<file path="config.mk">
export PLATFORM = sky130hd
export DESIGN_NAME = instr_feeder_flat
export DESIGN_NICKNAME = d
export VERILOG_FILES = /design/src/rtl/instr_feeder_if.sv /design/src/rtl/instr_feeder.sv /design/src/flat_wrapper.sv
export SDC_FILE = /design/constraint.sdc
export NUM_CORES = 1
export LEC_CHECK = 0
export ABC_CLOCK_PERIOD_IN_PS = 3490
export CAP_MARGIN = 20
export CELL_PAD_IN_SITES_DETAIL_PLACEMENT = 1
export CELL_PAD_IN_SITES_GLOBAL_PLACEMENT = 2
export CORE_UTILIZATION = 50
export DETAILED_ROUTE_END_ITERATION = 7
export DONT_BUFFER_PORTS = 1
export GPL_TIMING_DRIVEN = 0
export MAX_ROUTING_LAYER = met4
export PLACE_DENSITY = 0.9
export SETUP_SLACK_MARGIN = 0.4
export SYNTH_ARGS = -nofsm -noshare
export SYNTH_HDL_FRONTEND = slang
export SYNTH_SLANG_ARGS = --single-unit
</file>
<file path="constraint.sdc">
create_clock -name clock -period 3.49 [get_ports clock]
set_input_delay 0.1745 -clock clock [delete_from_list [all_inputs] [get_ports clock]]
set_output_delay 0.1745 -clock clock [all_outputs]
set_load 0.01 [all_outputs]
</file>
<file path="src/rtl/instr_feeder_if.sv">
// Bus between the program feeder and its host/processor side.
// The feeder itself binds to the slave modport; the host side uses master.
interface instr_feeder_if #(
  parameter int ADDR_W = 5
);
  logic              load_en;
  logic [ADDR_W-1:0] load_addr;
  logic [15:0]       load_data;
  logic              start;
  logic [ADDR_W-1:0] last_addr;
  logic              done;
  logic              incr_pc;
  logic [15:0]       din;
  logic              run;
  logic [ADDR_W-1:0] pc;
  logic              busy;
  logic              finished;

  modport master (
    output load_en, load_addr, load_data, start, last_addr, done, incr_pc,
    input  din, run, pc, busy, finished
  );

  modport slave (
    input  load_en, load_addr, load_data, start, last_addr, done, incr_pc,
    output din, run, pc, busy, finished
  );
endinterface

</file>
<file path="src/rtl/instr_feeder.sv">
// Program memory plus sequencer that feeds 16-bit words to a processor's din.
// States:
//   IDLE  | waiting for start after reset
//   FETCH | one-cycle load of mem[pc] onto din, run asserted on exit
//   RUN   | run held high until the processor reports done
//   END   | program finished, finished held until the next start
module instr_feeder #(
  parameter int DEPTH  = 32,
  parameter int ADDR_W = 5   // DEPTH must be 2**ADDR_W so pc wraps naturally
) (
  input  logic         clock,
  input  logic         resetn,
  instr_feeder_if.slave bus
);
  typedef enum logic [1:0] {S_IDLE, S_FETCH, S_RUN, S_END} state_t;

  state_t            state_q, state_d;
  logic [ADDR_W-1:0] pc_q, pc_d, last_q, last_d, pc_inc;
  logic [15:0]       din_q, din_d;
  logic              run_q, run_d, busy_q, busy_d, fin_q, fin_d;
  logic              loadable;
  logic [15:0]       mem [DEPTH];

  assign pc_inc   = pc_q + 1'b1;
  assign loadable = (state_q == S_IDLE) || (state_q == S_END);

  // Memory has no reset so a program survives resetn.
  always_ff @(posedge clock) begin
    if (bus.load_en && loadable) mem[bus.load_addr] <= bus.load_data;
  end

  always_ff @(posedge clock or negedge resetn) begin
    if (!resetn) begin
      state_q <= S_IDLE;
      pc_q    <= '0;
      last_q  <= '0;
      din_q   <= '0;
      run_q   <= 1'b0;
      busy_q  <= 1'b0;
      fin_q   <= 1'b0;
    end else begin
      state_q <= state_d;
      pc_q    <= pc_d;
      last_q  <= last_d;
      din_q   <= din_d;
      run_q   <= run_d;
      busy_q  <= busy_d;
      fin_q   <= fin_d;
    end
  end

  always_comb begin
    state_d = state_q;
    case (state_q)
      S_IDLE, S_END: if (bus.start) state_d = S_FETCH;
      S_FETCH:       state_d = S_RUN;
      S_RUN:         if (bus.done) state_d = (pc_q == last_q) ? S_END : S_FETCH;
      default:       state_d = S_IDLE;
    endcase
  end

  always_comb begin
    pc_d   = pc_q;
    last_d = last_q;
    din_d  = din_q;
    run_d  = run_q;
    busy_d = busy_q;
    fin_d  = fin_q;
    case (state_q)
      S_IDLE, S_END: begin
        if (bus.start) begin
          last_d = bus.last_addr;
          pc_d   = '0;
          fin_d  = 1'b0;
          busy_d = 1'b1;
        end
      end
      S_FETCH: begin
        din_d = mem[pc_q];
        run_d = 1'b1;
      end
      S_RUN: begin
        // done wins over a simultaneous incr_pc so pc moves by one only
        if (bus.done) begin
          run_d = 1'b0;
          if (pc_q == last_q) begin
            busy_d = 1'b0;
            fin_d  = 1'b1;
          end else begin
            pc_d = pc_inc;
          end
        end else if (bus.incr_pc) begin
          pc_d  = pc_inc;
          din_d = mem[pc_inc];
        end
      end
      default: ;
    endcase
  end

  assign bus.din      = din_q;
  assign bus.run      = run_q;
  assign bus.pc       = pc_q;
  assign bus.busy     = busy_q;
  assign bus.finished = fin_q;
endmodule

</file>
<file path="src/flat_wrapper.sv">
// flat-port wrapper written by rule: the top's interface ports become plain ports
module instr_feeder_flat 
#(
  parameter int DEPTH  = 32,
  parameter int ADDR_W = 5                                                   
)
  (clock, resetn, bus_load_en, bus_load_addr, bus_load_data, bus_start, bus_last_addr, bus_done, bus_incr_pc, bus_din, bus_run, bus_pc, bus_busy, bus_finished);
  instr_feeder_if #(.ADDR_W(ADDR_W)) bus_i ();
  input  logic clock;
  input  logic resetn;
  input wire logic [$bits(bus_i.load_en)-1:0] bus_load_en;
  input wire logic [$bits(bus_i.load_addr)-1:0] bus_load_addr;
  input wire logic [$bits(bus_i.load_data)-1:0] bus_load_data;
  input wire logic [$bits(bus_i.start)-1:0] bus_start;
  input wire logic [$bits(bus_i.last_addr)-1:0] bus_last_addr;
  input wire logic [$bits(bus_i.done)-1:0] bus_done;
  input wire logic [$bits(bus_i.incr_pc)-1:0] bus_incr_pc;
  output wire logic [$bits(bus_i.din)-1:0] bus_din;
  output wire logic [$bits(bus_i.run)-1:0] bus_run;
  output wire logic [$bits(bus_i.pc)-1:0] bus_pc;
  output wire logic [$bits(bus_i.busy)-1:0] bus_busy;
  output wire logic [$bits(bus_i.finished)-1:0] bus_finished;
  assign bus_i.load_en = bus_load_en;
  assign bus_i.load_addr = bus_load_addr;
  assign bus_i.load_data = bus_load_data;
  assign bus_i.start = bus_start;
  assign bus_i.last_addr = bus_last_addr;
  assign bus_i.done = bus_done;
  assign bus_i.incr_pc = bus_incr_pc;
  assign bus_din = bus_i.din;
  assign bus_run = bus_i.run;
  assign bus_pc = bus_i.pc;
  assign bus_busy = bus_i.busy;
  assign bus_finished = bus_i.finished;
  instr_feeder #(.DEPTH(DEPTH), .ADDR_W(ADDR_W)) u_core (.clock(clock), .resetn(resetn), .bus(bus_i));
endmodule
</file>
# After elaboration in Yosys (flattened, before gate mapping)
# Memory sizes are Yosys's and may differ from the RTL's.
# Index checks and enable logic that the tools add are counted.
[totals] reg_bits=31 mem_bits_rw=512 inputBits=32 elab_cells=56 mem_count=1
[memory_table] name="u_core.mem" depth=32 width=16 read_ports=2 rd_clocked_by_memory_dff=0 wr=1 line_no="instr_feeder.sv:22" text="logic [15:0] mem [DEPTH];"
[classes] add_sub_neg=1 n_eq_ne=11 mux=24 n_reduce_logical=12
[op_table] op="$mux W16" n=2
[op_table] op="$pmux W16 S2" n=1
[op_table] op="$mux W5" n=4
[op_table] op="$pmux W5 S2" n=1
[op_table] op="$mux W1" n=9
[op_table] op="$ne A2 B2 Y1 const B" n=4
[op_table] op="$reduce_and A4 Y1" n=2
[op_table] op="$mux W2" n=3
[op_table] op="$ne A3 B3 Y1 const B" n=2
[op_table] op="$pmux W1 S2" n=3
[op_table] op="$pmux W2 S3" n=1
[op_table] op="$reduce_and A2 Y1" n=3
[op_table] op="$add A5 B1 Y5 const B" n=1
[op_table] op="$eq A5 B5 Y1" n=1
[op_table] op="$eq A2 B2 Y1 const B" n=2
[op_table] op="$reduce_bool A2 Y1" n=2
[op_table] op="$reduce_and A3 Y1" n=1
[op_table] op="$eq A2 B1 Y1 const B" n=1
[op_table] op="$logic_not A2 Y1" n=1
[op_table] op="$ne A2 B1 Y1 const B" n=1
[op_table] op="$reduce_or A2 Y1" n=1
[op_table] op="$logic_and A1 B1 Y1" n=1
[op_table] op="$logic_or A1 B1 Y1" n=1

# Depth between registers and ports, before layout
# Gate-level depths: netlist of run 1.
[depth] word_depth=5 depth_mapped=9

# Worst setup path after synthesis of run 1
# No wires, ideal clock.
[synth_timing] path_type="register to register" start="register u_core.pc_q[1], in the netlist u_core.bus.pc[1]" end="register u_core.din_q[11], in the netlist u_core.bus.din[11]" setup_ps=144 arrival_ps=2433 slack_ps=913 path_stages_with_launch=10 synth_period_minus_slack_ps=2577 path_cell_list="dfrtp_1 ha_1 buf_2 buf_4 buf_1 mux4_2 mux2i_1 mux2i_1 a2111oi_0 o32ai_1"
[synth_between] elab_chain_len=5
[synth_lines] element="from (decl)" line_no="instr_feeder.sv:18" text="logic [ADDR_W-1:0] pc_q, pc_d, last_q, last_d, pc_inc;"
[synth_lines] element="from (signal assigned)" line_no="instr_feeder.sv:43" text="pc_q <= pc_d;"
[synth_lines] element="$add A5 B1 Y5" line_no="instr_feeder.sv:24" text="assign pc_inc = pc_q + 1'b1;"
[synth_lines] element="$mem_v2 Z32 W16 (*)"
[synth_lines] element="$mux W16" line_no="instr_feeder.sv:92" text="end else if (bus.incr_pc) begin"
[synth_lines] element="$mux W16" line_no="instr_feeder.sv:84" text="if (bus.done) begin"
[synth_lines] element="$pmux W16 S2 (*)" line_no="instr_feeder.sv:69" text="case (state_q)"
[synth_lines] element="to (signal assigned)" line_no="instr_feeder.sv:45" text="din_q <= din_d;"
[synth_lines] element="to (decl)" line_no="instr_feeder.sv:19" text="logic [15:0] din_q, din_d;"
# Every way passes the cells marked *; elsewhere a longest branch is shown, timed or not. The select of a mux whose other input is x is not followed.
# A chain may end at the register's enable or synchronous reset.

# Worst setup path after layout of run 1
[layout_timing] start="register u_core.pc_q[1], in the netlist u_core.bus.pc[1]" end="register u_core.din_q[10], in the netlist u_core.bus.din[10]"
# Same word-level chain as after synthesis.

==> results of run 1 <==
[worst paths after layout]
path,endpoint,slack [ns],cells past startpoint
worst min register to register,u_core.state_q[1],0.59,2
worst max-delay path,u_core.bus.din[10],0.29,8
max in group asynchronous,u_core.bus.din[12],3.19,2
min in group asynchronous,u_core.bus.din[11],0.05,2
worst max register to register,u_core.bus.din[10],0.29,8
worst min-delay path,u_core.bus.pc[1],0.02,3
[metrics by stage]
step	setup TNS [ns]	cells	total power, mW	util	hold slack [ns]
after floorplan	0	1429	13.28	-	-0.1211
after global placement	-263.60	2101	15.62	0.5266	-0.1195
after detailed placement	-61.66	2129	15.94	0.5404	-0.1195
after CTS	0	2277	22.09	0.5876	0.0001321
after global routing	0	2285	22.89	0.5922	0.05164
final	0	2286	22.43	0.5923	0.01934
[metal layers]
| layer | up-vias | part of all wire |
|---|---|---|
| met5 | - | 0 |
| li1 | 6308 | - |
| met1 | 8866 | 0.35 |
| met2 | 1483 | 0.46 |
| met3 | 333 | 0.13 |
| met4 | 0 | 0.057 |
[Yosys cell counts (5+ instances only)]
cell type                   count  area share
sky130_fd_sc_hd__a41oi_1        7      0.0024
sky130_fd_sc_hd__o221ai_1      34       0.012
sky130_fd_sc_hd__and3_1        24      0.0058
sky130_fd_sc_hd__o211ai_1      12      0.0035
sky130_fd_sc_hd__a21oi_1       17      0.0033
sky130_fd_sc_hd__inv_1          6     0.00087
sky130_fd_sc_hd__buf_6         10      0.0044
sky130_fd_sc_hd__edfxtp_1     512        0.60
sky130_fd_sc_hd__o32ai_1       20      0.0068
sky130_fd_sc_hd__mux2i_1      157       0.061
sky130_fd_sc_hd__buf_1          5     0.00073
sky130_fd_sc_hd__nand3_1       12      0.0023
sky130_fd_sc_hd__dfrtp_1       31       0.030
sky130_fd_sc_hd__a22oi_1        8      0.0023
sky130_fd_sc_hd__buf_2         27      0.0052
sky130_fd_sc_hd__and2_1         8      0.0019
sky130_fd_sc_hd__nor2_1        61      0.0089
sky130_fd_sc_hd__mux4_2       210        0.18
sky130_fd_sc_hd__and2_0         5      0.0012
sky130_fd_sc_hd__o22ai_1       14      0.0034
sky130_fd_sc_hd__o21ai_0       16      0.0031
sky130_fd_sc_hd__xor2_1         7      0.0024
sky130_fd_sc_hd__o32a_1         7      0.0027
sky130_fd_sc_hd__nand2_1       62      0.0090
sky130_fd_sc_hd__clkbuf_1      41      0.0060
sky130_fd_sc_hd__mux2_2        31       0.014
sky130_fd_sc_hd__buf_4         24      0.0070
sky130_fd_sc_hd__nor4_1        12      0.0029
sky130_fd_sc_hd__a2111oi_0      6      0.0020
[critical path: stages (launching register included)]
cell,delay [ns]
sky130_fd_sc_hd__dfrtp_2,0.49
sky130_fd_sc_hd__buf_4,0.30
sky130_fd_sc_hd__nand2b_1,0.14
sky130_fd_sc_hd__clkbuf_1,0.29
sky130_fd_sc_hd__clkbuf_1,0.67
sky130_fd_sc_hd__o221ai_1,0.34
sky130_fd_sc_hd__o32ai_1,0.42
sky130_fd_sc_hd__mux2_2,0.30
sky130_fd_sc_hd__o32ai_1,0.09
[power groups by stage]
stage                     Clock (mW)  Combinational [mW]  Sequential [mW]
after floorplan                    0                5.62             7.66
after global placement             0                7.87             7.75
after detailed placement           0                8.17             7.76
after CTS                       5.87                8.59             7.63
after global routing            6.10                9.13             7.65
final                           5.90                8.89             7.64
[state kept, by name, summed over array words and instances (netlist names)]
name	count
u_core.bus.run	1
u_core.mem	512
u_core.bus.busy	1
u_core.bus.din	16
u_core.state_q	2
u_core.last_q	5
u_core.bus.finished	1
u_core.bus.pc	5
[timing repair]
action	4_1_cts	5_1_grt
setup buffers	5	0
gates resized for setup	38	42
hold buffers	39	0
pin swaps	3	1
endpoints found under the hold margin	556	0
endpoints found under the setup margin	272	56
[placed cells by master, fill, tap and decap left out, types with 30 or more instances in the layout]
cell / instances
sky130_fd_sc_hd__mux2i_1: 154
sky130_fd_sc_hd__edfxtp_1: 512
sky130_fd_sc_hd__mux2_2: 31
sky130_fd_sc_hd__nand2_1: 62
sky130_fd_sc_hd__o221ai_1: 33
sky130_fd_sc_hd__buf_4: 32
sky130_fd_sc_hd__dfrtp_1: 30
sky130_fd_sc_hd__clkbuf_16: 58
sky130_fd_sc_hd__clkbuf_1: 36
sky130_fd_sc_hd__mux4_2: 210
[area by class of cell]
| class | instances | area (um^2) | area share |
|---|---|---|---|
| Tap cell | 672 | 840.8 | 0.02812 |
| Inverter | 9 | 33.78 | 0.001130 |
| Multi-Input combinational cell | 769 | 9163 | 0.3065 |
| Antenna cell | 3 | 7.507 | 0.0002511 |
| Clock buffer | 77 | 1562 | 0.05223 |
| Sequential cell | 543 | 16150 | 0.5402 |
| Timing Repair Buffer | 78 | 1249 | 0.04177 |
| Clock inverter | 27 | 206.4 | 0.006905 |
| Buffer | 108 | 684.4 | 0.02289 |
[kinds of logic (layout without fill, tap and decap cells)]
family                   count (synthesis)  count (layout)  share of synthesized area
adder cells (fa/ha/maj)                  4               4                   0.001944
buffers and inverters                  117             299                    0.02494
other                                    0               3                          0
AO/OA/AOI/OAI                          155             155                    0.04603
XOR/XNOR                                10              10                   0.003986
AND/OR/NAND/NOR                        202             202                    0.03728
flip-flops                             543             543                     0.6275
multiplexers                           398             398                     0.2584
==> results.md, run 1 <==
* Biggest fanout along the worst timing path at 10
* Die Outline Area at 52,390 um^2
* Die height at 228.9 um
* Power spent charging and discharging nets at 7.890 mW
* P_leak at 9.269 nW
* Maximum number of pins on one net before global-route repair at 33
* CTS tree: done
* Reg-to-reg startpoint: u_core.bus.pc[1]
* Length of the first detailed-routing pass in iterations at 6
* Routability Congestion at 0.9862
* Number of maximum-capacitance constraint violations at 0
* CP endpoint kind: flip-flop
* Startpoint of the tightest hold check path: bus_start
* Met1 GRT Util at 0.4507
* Number of DRC markers after the initial detailed-route iteration at 2,576
* Final setup slack of the worst path at 0.2870 ns
* Synth Flop Type: sky130_fd_sc_hd__edfxtp_1
* Initial core utilization at 0.5099
* Synth warnings at 0
* Total count of max-transition violations in the final report at 0
* Clock power share at 0.263
* Slew at the pin closest to its max-slew limit at 1.189 ns
* Post-synth net total at 1,465
* Final Skew at 0.04473 ns
* Count of different cell masters after synthesis at 54
* Share of the yosys chip area belonging to registers at 0.6275
* Clock transition at the registers of the reported paths at 0.06 ns
* Number of sinks handled by clock tree synthesis at 543
* H-tree levels at 2
* Post-synthesis cell count at 1,429
* Wire length per cell after detailed routing at 39.77 um
* Final setup violation count at 0
* Critical setup path kind: flip-flop to flip-flop
* Initial antenna violation count at 4
* Grt met3 use at 0.09394
* Synth Register Bits at 543
* Number of nets at the end of the flow at 1,601
* Type of element launching the critical path: flip-flop
* Setup repair after global routing missed its margin: yes
* Beginning of the critical path: u_core.bus.pc[1]
* Combinational cell fraction of total power at 0.396
* # DRC at 0
* Num CTS Buffers at 56
* Avg Vias per Cell at 7.432
* Via total after detailed routing at 16,990
* WP data arrival at 3.69 ns
* Mean Syn Cell Area at 18.01 um^2
* Run status: complete, no violations
* Area overhead of the layout relative to synthesis at 16.15%
* Maximum clock frequency at 312.2 MHz
* Total standard cell area after synthesis at 25,740 um^2
* Met2 usage in global routing at 0.5426
* Aggregate global routing overflow at 0
* Setup Slack @ Placement at -0.3803 ns
* Top Usage Layer GRT: met2
* Sequential share of power at 0.341
* Chip Width at 228.9 um
* Core area at 50,480 um^2
* CTS root buf: sky130_fd_sc_hd__clkbuf_16
* First-pass GRT wire length at 127,800 um
* Via count of the first global-routing pass at 17,331
* Buffers on Ports at 0
* Final antenna-violating net count at 0
* Dpl hpwl at 60,320 um
* Class of the most critical hold timing path: primary input to flip-flop
* Dpl cell area at 27,280 um^2
* Final hold viol count at 0
* Min Tclk post-route at 3.203 ns
* Total global routing track utilization at 0.3583
* Post-synth EDFFs at 512
* Data required time at the worst endpoint at 3.98 ns
* Share of layout cells above drive strength 1 at 0.3153
* Ys async rst share at 0.05709
* Sw Ratio at 0.3517
* Total wire length after detailed routing at 90,910 um
* Number of top-level design ports at 56
* Final worst path period share at 0.9178
* Rows at 82
* Maximum clock path buffer count at 3
* Post-route cell area at 29,900 um^2
* Max rail drop VDD at 0.3850 mV
* Total of fill cells in the finished design at 4,413
* Clock network latency to the later pin of the worst-skew pair at 0.64 ns
* Power per cell area at 750.3 nW/um^2
* Worst slew margin at 0.2045
* Internal cell power at 14.54 mW
Power figures use the tool's default switching activity.
==> run 2: changes to the inputs <==
ABC_CLOCK_PERIOD_IN_PS = 3860   (was 3490)
clock period = 3.86 ns   (was 3.49 ns; I/O delays follow)
==> run 2 against run 1 <==
Net effect: design area shrank 0.55%; critical path depth stayed put; cell count is the same; clock power shrank 9.5%; register-to-register slack better by 0.02 ns; die area is the same; sequential power shrank 9.7%.
==> results.md, run 2 (same netlist as run 1, synthesis figures left out) <==
* Max rail drop VDD at 0.3438 mV
* H-tree levels at 2
* Maximum clock path buffer count at 3
* Total of fill cells in the finished design at 4,414
* Reg2reg path depth at 8
* Hold Crit Endpoint: u_core.bus.pc[1]
* Die Outline Area at 52,390 um^2
* Endpoint of the worst-slack reg-to-reg timing path: u_core.bus.din[10]
* Aggregate global routing overflow at 0
* Routed length on met1 at 32,020 um
* Total met3 wirelength after detailed routing at 11,080 um
* Commonest non-fill, non-tap cells in the layout: sky130_fd_sc_hd__edfxtp_1 (512), sky130_fd_sc_hd__mux4_2 (210), sky130_fd_sc_hd__mux2i_1 (157), sky130_fd_sc_hd__nand2_1 (62), sky130_fd_sc_hd__clkbuf_16 (57)
* Final worst path period share at 0.9194
* CP endpoint kind: flip-flop
* Buffers on Ports at 0
* Number of DRC markers after the initial detailed-route iteration at 2,715
* Hold Path Depth at 3
* Core area at 50,480 um^2
* Final setup violation count at 0
* Final hold viol count at 0
* Initial antenna violation count at 4
* Reg-to-reg startpoint: u_core.bus.pc[1]
* Final Skew at 0.03582 ns
* Via total after detailed routing at 16,853
* Data required time at the worst endpoint at 4.33 ns
* Length of the first detailed-routing pass in iterations at 6
* Final antenna-violating net count at 0
* P_leak at 9.222 nW
* Run status: complete, no violations
* Total global routing track utilization at 0.3576
* Final core utilization at 0.5890
* Worst slew margin at 0.2018
* Rows at 82
* Die height at 228.9 um
* Total wire length after detailed routing at 90,610 um
* Num CTS Buffers at 56
* Critical setup path kind: flip-flop to flip-flop
* Number of sinks handled by clock tree synthesis at 543
* Initial core utilization at 0.5099
* Clock network latency to the later pin of the worst-skew pair at 0.63 ns
* Startpoint of the tightest hold check path: bus_start
* Wire length per cell after detailed routing at 39.64 um
* Number of maximum-capacitance constraint violations at 0
* # DRC at 0
* Register with the most flip-flops: u_core.mem
* Power per cell area at 678.4 nW/um^2
* Type of element launching the critical path: flip-flop
* CTS root buf: sky130_fd_sc_hd__clkbuf_16
* Maximum number of pins on one net before global-route repair at 33
* Number of nets at the end of the flow at 1,601
* CTS tree: done
* Length of routed met2 wiring at 42,090 um
* Register-to-register setup slack at 0.31 ns
* Setup repair after global routing missed its margin: yes
* Number of flip-flops in the largest register at 512
* Avg Vias per Cell at 7.372
* Highest Signal Layer: met4
* Area overhead of the layout relative to synthesis at 15.52%
* Final TNS setup at 0 ns
* Number of top-level design ports at 56
* First-pass GRT wire length at 127,700 um
* Chip Width at 228.9 um
* Routability Congestion at 0.9862
* WP data arrival at 4.01 ns
* Dpl hpwl at 60,320 um
* Via count of the first global-routing pass at 17,344
* Clock transition at the registers of the reported paths at 0.07 ns
* Biggest fanout along the worst timing path at 10
* Share of layout cells above drive strength 1 at 0.3017
* Slew at the pin closest to its max-slew limit at 1.193 ns
* Leading cell type in the layout, fill and taps excluded: sky130_fd_sc_hd__edfxtp_1
* Min Tclk post-route at 3.549 ns
* Maximum clock frequency at 281.8 MHz
* Class of the most critical hold timing path: primary input to flip-flop
* Beginning of the critical path: u_core.bus.pc[1]
* Total count of max-transition violations in the final report at 0
## run 2: changes by cell type in the layout (fill, tap and decap cells not counted), moves of 3 or more
cell and delta:
sky130_fd_sc_hd__clkbuf_1 +10, sky130_fd_sc_hd__a2111oi_0 +3, sky130_fd_sc_hd__mux2i_1 +3, sky130_fd_sc_hd__clkbuf_2 -6, sky130_fd_sc_hd__mux2i_2 -3, sky130_fd_sc_hd__buf_2 +7, sky130_fd_sc_hd__nor2_2 +5, sky130_fd_sc_hd__clkbuf_4 -5
sky130_fd_sc_hd__buf_6 -3, sky130_fd_sc_hd__nor2_4 -5
## run 2: layout make-up
cell class | count | area [um^2] | area share
flip-flops and latches | 543 | 16150 | 0.5432
multi-input cells | 769 | 9067 | 0.3050
clock buffers | 77 | 1562 | 0.05252
repair buffers | 78 | 1239 | 0.04166
well taps | 672 | 840.8 | 0.02828
plain buffers | 108 | 626.9 | 0.02108
clock inverters | 27 | 206.4 | 0.006943
inverters | 9 | 33.78 | 0.001136
diodes | 3 | 7.507 | 0.0002525
## run 2: worst max-delay path by stage
stage	end	cells past startpoint
after global placement	u_core.mem[27][2]	5
final	u_core.bus.din[10]	8
after floorplan	u_core.bus.din[11]	9
after global routing	u_core.bus.din[13]	9
after detailed placement	u_core.mem[7][3]	6
after CTS	u_core.bus.din[15]	9
## run 2: stage by stage
stage / hold slack (ns) / instance area (um^2) / worst slack (ns) / total power [mW] / instances
global placement: -0.1010 / 26580 / -0.7399 / 14.12 / 2101
finish: 0.03482 / 29730 / 0.3111 / 20.17 / 2286
floorplan: -0.1026 / 25740 / 1.283 / 12.01 / 1429
CTS: 0.01888 / 29590 / 0.4334 / 19.90 / 2276
global route: 0.07048 / 29730 / 0.3237 / 20.58 / 2285
detailed placement: -0.1010 / 27280 / -0.01030 / 14.41 / 2129
## run 2: power breakdown
| part | internal (mW) | switching (mW) |
|---|---|---|
| sequential | 6.66 | 0.239 |
| combinational | 3.39 | 4.54 |
| clock | 3.02 | 2.33 |
| total | 13.1 | 7.11 |
## run 2: what timing repair did
item	in CTS	in global routing
endpoints found under the setup margin	264	56
setup buffers	4	0
cloned	0	0
hold buffers	39	0
resized for setup	13	17
pin swaps	2	0
hold endpoints to repair	556	0
## run 2: layer usage
| metal | track usage | vias up |
|---|---|---|
| met4 | 0.1715 | 0 |
| met2 | 0.5432 | 1453 |
| met1 | 0.4504 | 8727 |
| met3 | 0.09281 | 363 |
| li1 | - | 6310 |
| met5 | - | - |
## run 2: worst max-delay path, cell delays in order (launching register included)
cell                       delay [ns]
sky130_fd_sc_hd__dfrtp_1         0.55
sky130_fd_sc_hd__buf_4           0.33
sky130_fd_sc_hd__nand2b_1        0.14
sky130_fd_sc_hd__clkbuf_1        0.28
sky130_fd_sc_hd__clkbuf_1        0.71
sky130_fd_sc_hd__o22ai_1         0.21
sky130_fd_sc_hd__o32ai_1         0.71
sky130_fd_sc_hd__mux2_2          0.32
sky130_fd_sc_hd__o32ai_1         0.11
==> run 3: changes to the inputs <==
CORE_MARGIN = 10   (was not set)
==> run 3 against run 2 <==
Net effect: flip-flop and latch count unchanged; clock power down 3%; largest cell class unchanged; setup slack better by 0.091 ns; clock-buffer cell count down 3; via count down 0.90%; routed wire length down 2.4%; core utilization down 0.71 points; combinational power down 2%; design area about the same; clock skew down 0.019 ns; power down 1.4%.
==> results.md, run 3 (same netlist as run 1, synthesis figures left out) <==
* Number of maximum-capacitance constraint violations at 0
* Final worst path period share at 0.8958
* Length of the first detailed-routing pass in iterations at 5
* Biggest fanout along the worst timing path at 10
* Clock network latency to the later pin of the worst-skew pair at 0.62 ns
* Area overhead of the layout relative to synthesis at 15.51%
* Number of sinks handled by clock tree synthesis at 543
* Slowest stage delay, CP at 0.62 ns
* Setup Slack @ Placement at 0.05144 ns
* Die height at 246.9 um
* Maximum clock frequency at 289.2 MHz
* Final antenna-violating net count at 0
* Beginning of the critical path: u_core.bus.pc[1]
* Most used cell along the critical path: sky130_fd_sc_hd__mux2i_1
* Chip Width at 246.9 um
* Routability Congestion at 0.9315
* Data required time at the worst endpoint at 4.33 ns
* Avg Vias per Cell at 7.293
* Hold slack final at 0.03122 ns
* Share of layout cells above drive strength 1 at 0.2989
* Wire length per cell after detailed routing at 38.60 um
* Total global routing track utilization at 0.2978
* Register with the most flip-flops: u_core.mem
* Rows at 83
* Via total after detailed routing at 16,701
* Reg2reg path depth at 9
* WP data arrival at 3.93 ns
* Capture point of the critical path: u_core.bus.din[0]
* Num CTS Buffers at 56
* Maximum number of pins on one net before global-route repair at 33
* Final hold viol count at 0
* Run status: complete, no violations
* Register-to-register setup slack at 0.40 ns
* Min Tclk post-route at 3.458 ns
* Slew at the pin closest to its max-slew limit at 1.225 ns
* Final setup slack of the worst path at 0.4021 ns
* CP endpoint kind: flip-flop
* Final Skew at 0.01690 ns
* Reg-to-reg startpoint: u_core.bus.pc[1]
* Via count of the first global-routing pass at 17,234
* Leading cell type in the layout, fill and taps excluded: sky130_fd_sc_hd__edfxtp_1
* Class of the most critical hold timing path: primary input to flip-flop
* Endpoint of the worst-slack reg-to-reg timing path: u_core.bus.din[0]
* Number of nets at the end of the flow at 1,607
* First-pass GRT wire length at 125,800 um
* Max rail drop VDD at 0.3280 mV
* Number of flip-flops in the largest register at 512
* Dpl cell area at 27,350 um^2
* Worst slew margin at 0.1831
* Dpl hpwl at 59,690 um
* Total count of max-transition violations in the final report at 0
* Number of DRC markers after the initial detailed-route iteration at 2,669
* CTS tree: done
* Final setup violation count at 0
* Cell with the largest stage delay on the worst path: sky130_fd_sc_hd__a2111oi_1
* Type of element launching the critical path: flip-flop
* Total wire length after detailed routing at 88,400 um
* Total of fill cells in the finished design at 4,510
* Die Outline Area at 60,950 um^2
* Number of top-level design ports at 56
* P_leak at 9.212 nW
* Commonest non-fill, non-tap cells in the layout: sky130_fd_sc_hd__edfxtp_1 (512), sky130_fd_sc_hd__mux4_2 (210), sky130_fd_sc_hd__mux2i_1 (157), sky130_fd_sc_hd__nand2_1 (62), sky130_fd_sc_hd__clkbuf_16 (58)
* Buffers on Ports at 0
* # DRC at 0
* Chain of cells forming the critical path: ha_1, buf_2, buf_4, clkbuf_4, mux4_2, mux2i_1, mux2i_1, a2111oi_1, o32ai_1
* Power per cell area at 668.8 nW/um^2
* Initial core utilization at 0.5038
* Maximum clock path buffer count at 3
* Setup repair after global routing missed its margin: yes
* Critical setup path kind: flip-flop to flip-flop
* CTS root buf: sky130_fd_sc_hd__clkbuf_16
* Core area at 51,090 um^2
* Post-route cell area at 29,730 um^2
* Aggregate global routing overflow at 0
* Initial antenna violation count at 1
* H-tree levels at 2
* Clock transition at the registers of the reported paths at 0.06 ns
[run 3: changes by cell type in the layout (fill, tap and decap cells not counted), moves of 2 or more]
cell	previous run	this run
sky130_fd_sc_hd__clkbuf_1	46	49
sky130_fd_sc_hd__diode_2	3	1
sky130_fd_sc_hd__buf_12	10	12
sky130_fd_sc_hd__clkbuf_8	6	0
sky130_fd_sc_hd__clkinv_2	10	5
sky130_fd_sc_hd__nor2_4	6	3
sky130_fd_sc_hd__nor2_2	26	29
[run 3: worst min-delay path by stage]
| stage | startpoint | to | slack [ns] | cells after the start |
|---|---|---|---|---|
| floorplan | resetn | u_core.bus.busy | -0.10 | 0 |
| global placement | resetn | u_core.bus.din[10] | -0.10 | 0 |
| detailed placement | resetn | u_core.bus.din[10] | -0.10 | 0 |
| CTS | bus_start | u_core.bus.finished | 0.003 | 3 |
| global route | bus_load_addr[4] | u_core.mem[7][0] | 0.07 | 2 |
| finish | bus_start | u_core.bus.finished | 0.03 | 3 |
[run 3: final cells by class]
class / count / area (um^2) / area share
Inverter: 9 / 33.78 / 0.001136
Timing Repair Buffer: 84 / 1346 / 0.04528
Tap cell: 680 / 850.8 / 0.02862
Clock inverter: 22 / 180.2 / 0.006060
Antenna cell: 1 / 2.502 / 0.00008416
Buffer: 108 / 628.1 / 0.02113
Clock buffer: 74 / 1490 / 0.05012
Sequential cell: 543 / 16150 / 0.5432
Multi-Input combinational cell: 769 / 9050 / 0.3044
[run 3: metrics by stage]
stage                       util  instances  setup TNS [ns]  total power, mW
after floorplan                -       1429               0            12.01
after global placement    0.5204       2109         -122.93            14.16
after detailed placement  0.5353       2141               0            14.36
after CTS                 0.5800       2285               0            19.72
after global routing      0.5819       2290               0            20.42
final                     0.5819       2290               0            19.89
[run 3: critical path: cells and delay by family (launching register included)]
kind                     cells  cell delay, ns
adder cells (fa/ha/maj)      1            0.35
flip-flops                   1            0.51
buffers and inverters        3            0.85
multiplexers                 3            0.75
AO/OA/AOI/OAI                2            0.82
[run 3: timing repair]
item                                    in CTS  in global routing
gates resized for setup                     14                 18
pin swaps                                    2                  0
endpoints found under the setup margin     214                 11
hold endpoints to repair                   557                  0
hold buffers                                41                  0
buffers inserted                             7                  0
[run 3: metal layers]
metal | GRT usage | wire (um) | vias up | part of all wire
li1 | - | - | 6306 | -
met1 | 0.3698 | 31650 | 8793 | 0.36
met2 | 0.4535 | 41650 | 1321 | 0.47
met3 | 0.07963 | 10820 | 281 | 0.12
met4 | 0.1366 | 4271 | 0 | 0.048
met5 | - | 0 | - | 0
[run 3: power by group]
group,internal (mW),switching [mW]
logic,3.39,4.42
registers,6.66,0.244
clock network,2.89,2.29
total,12.9,6.95
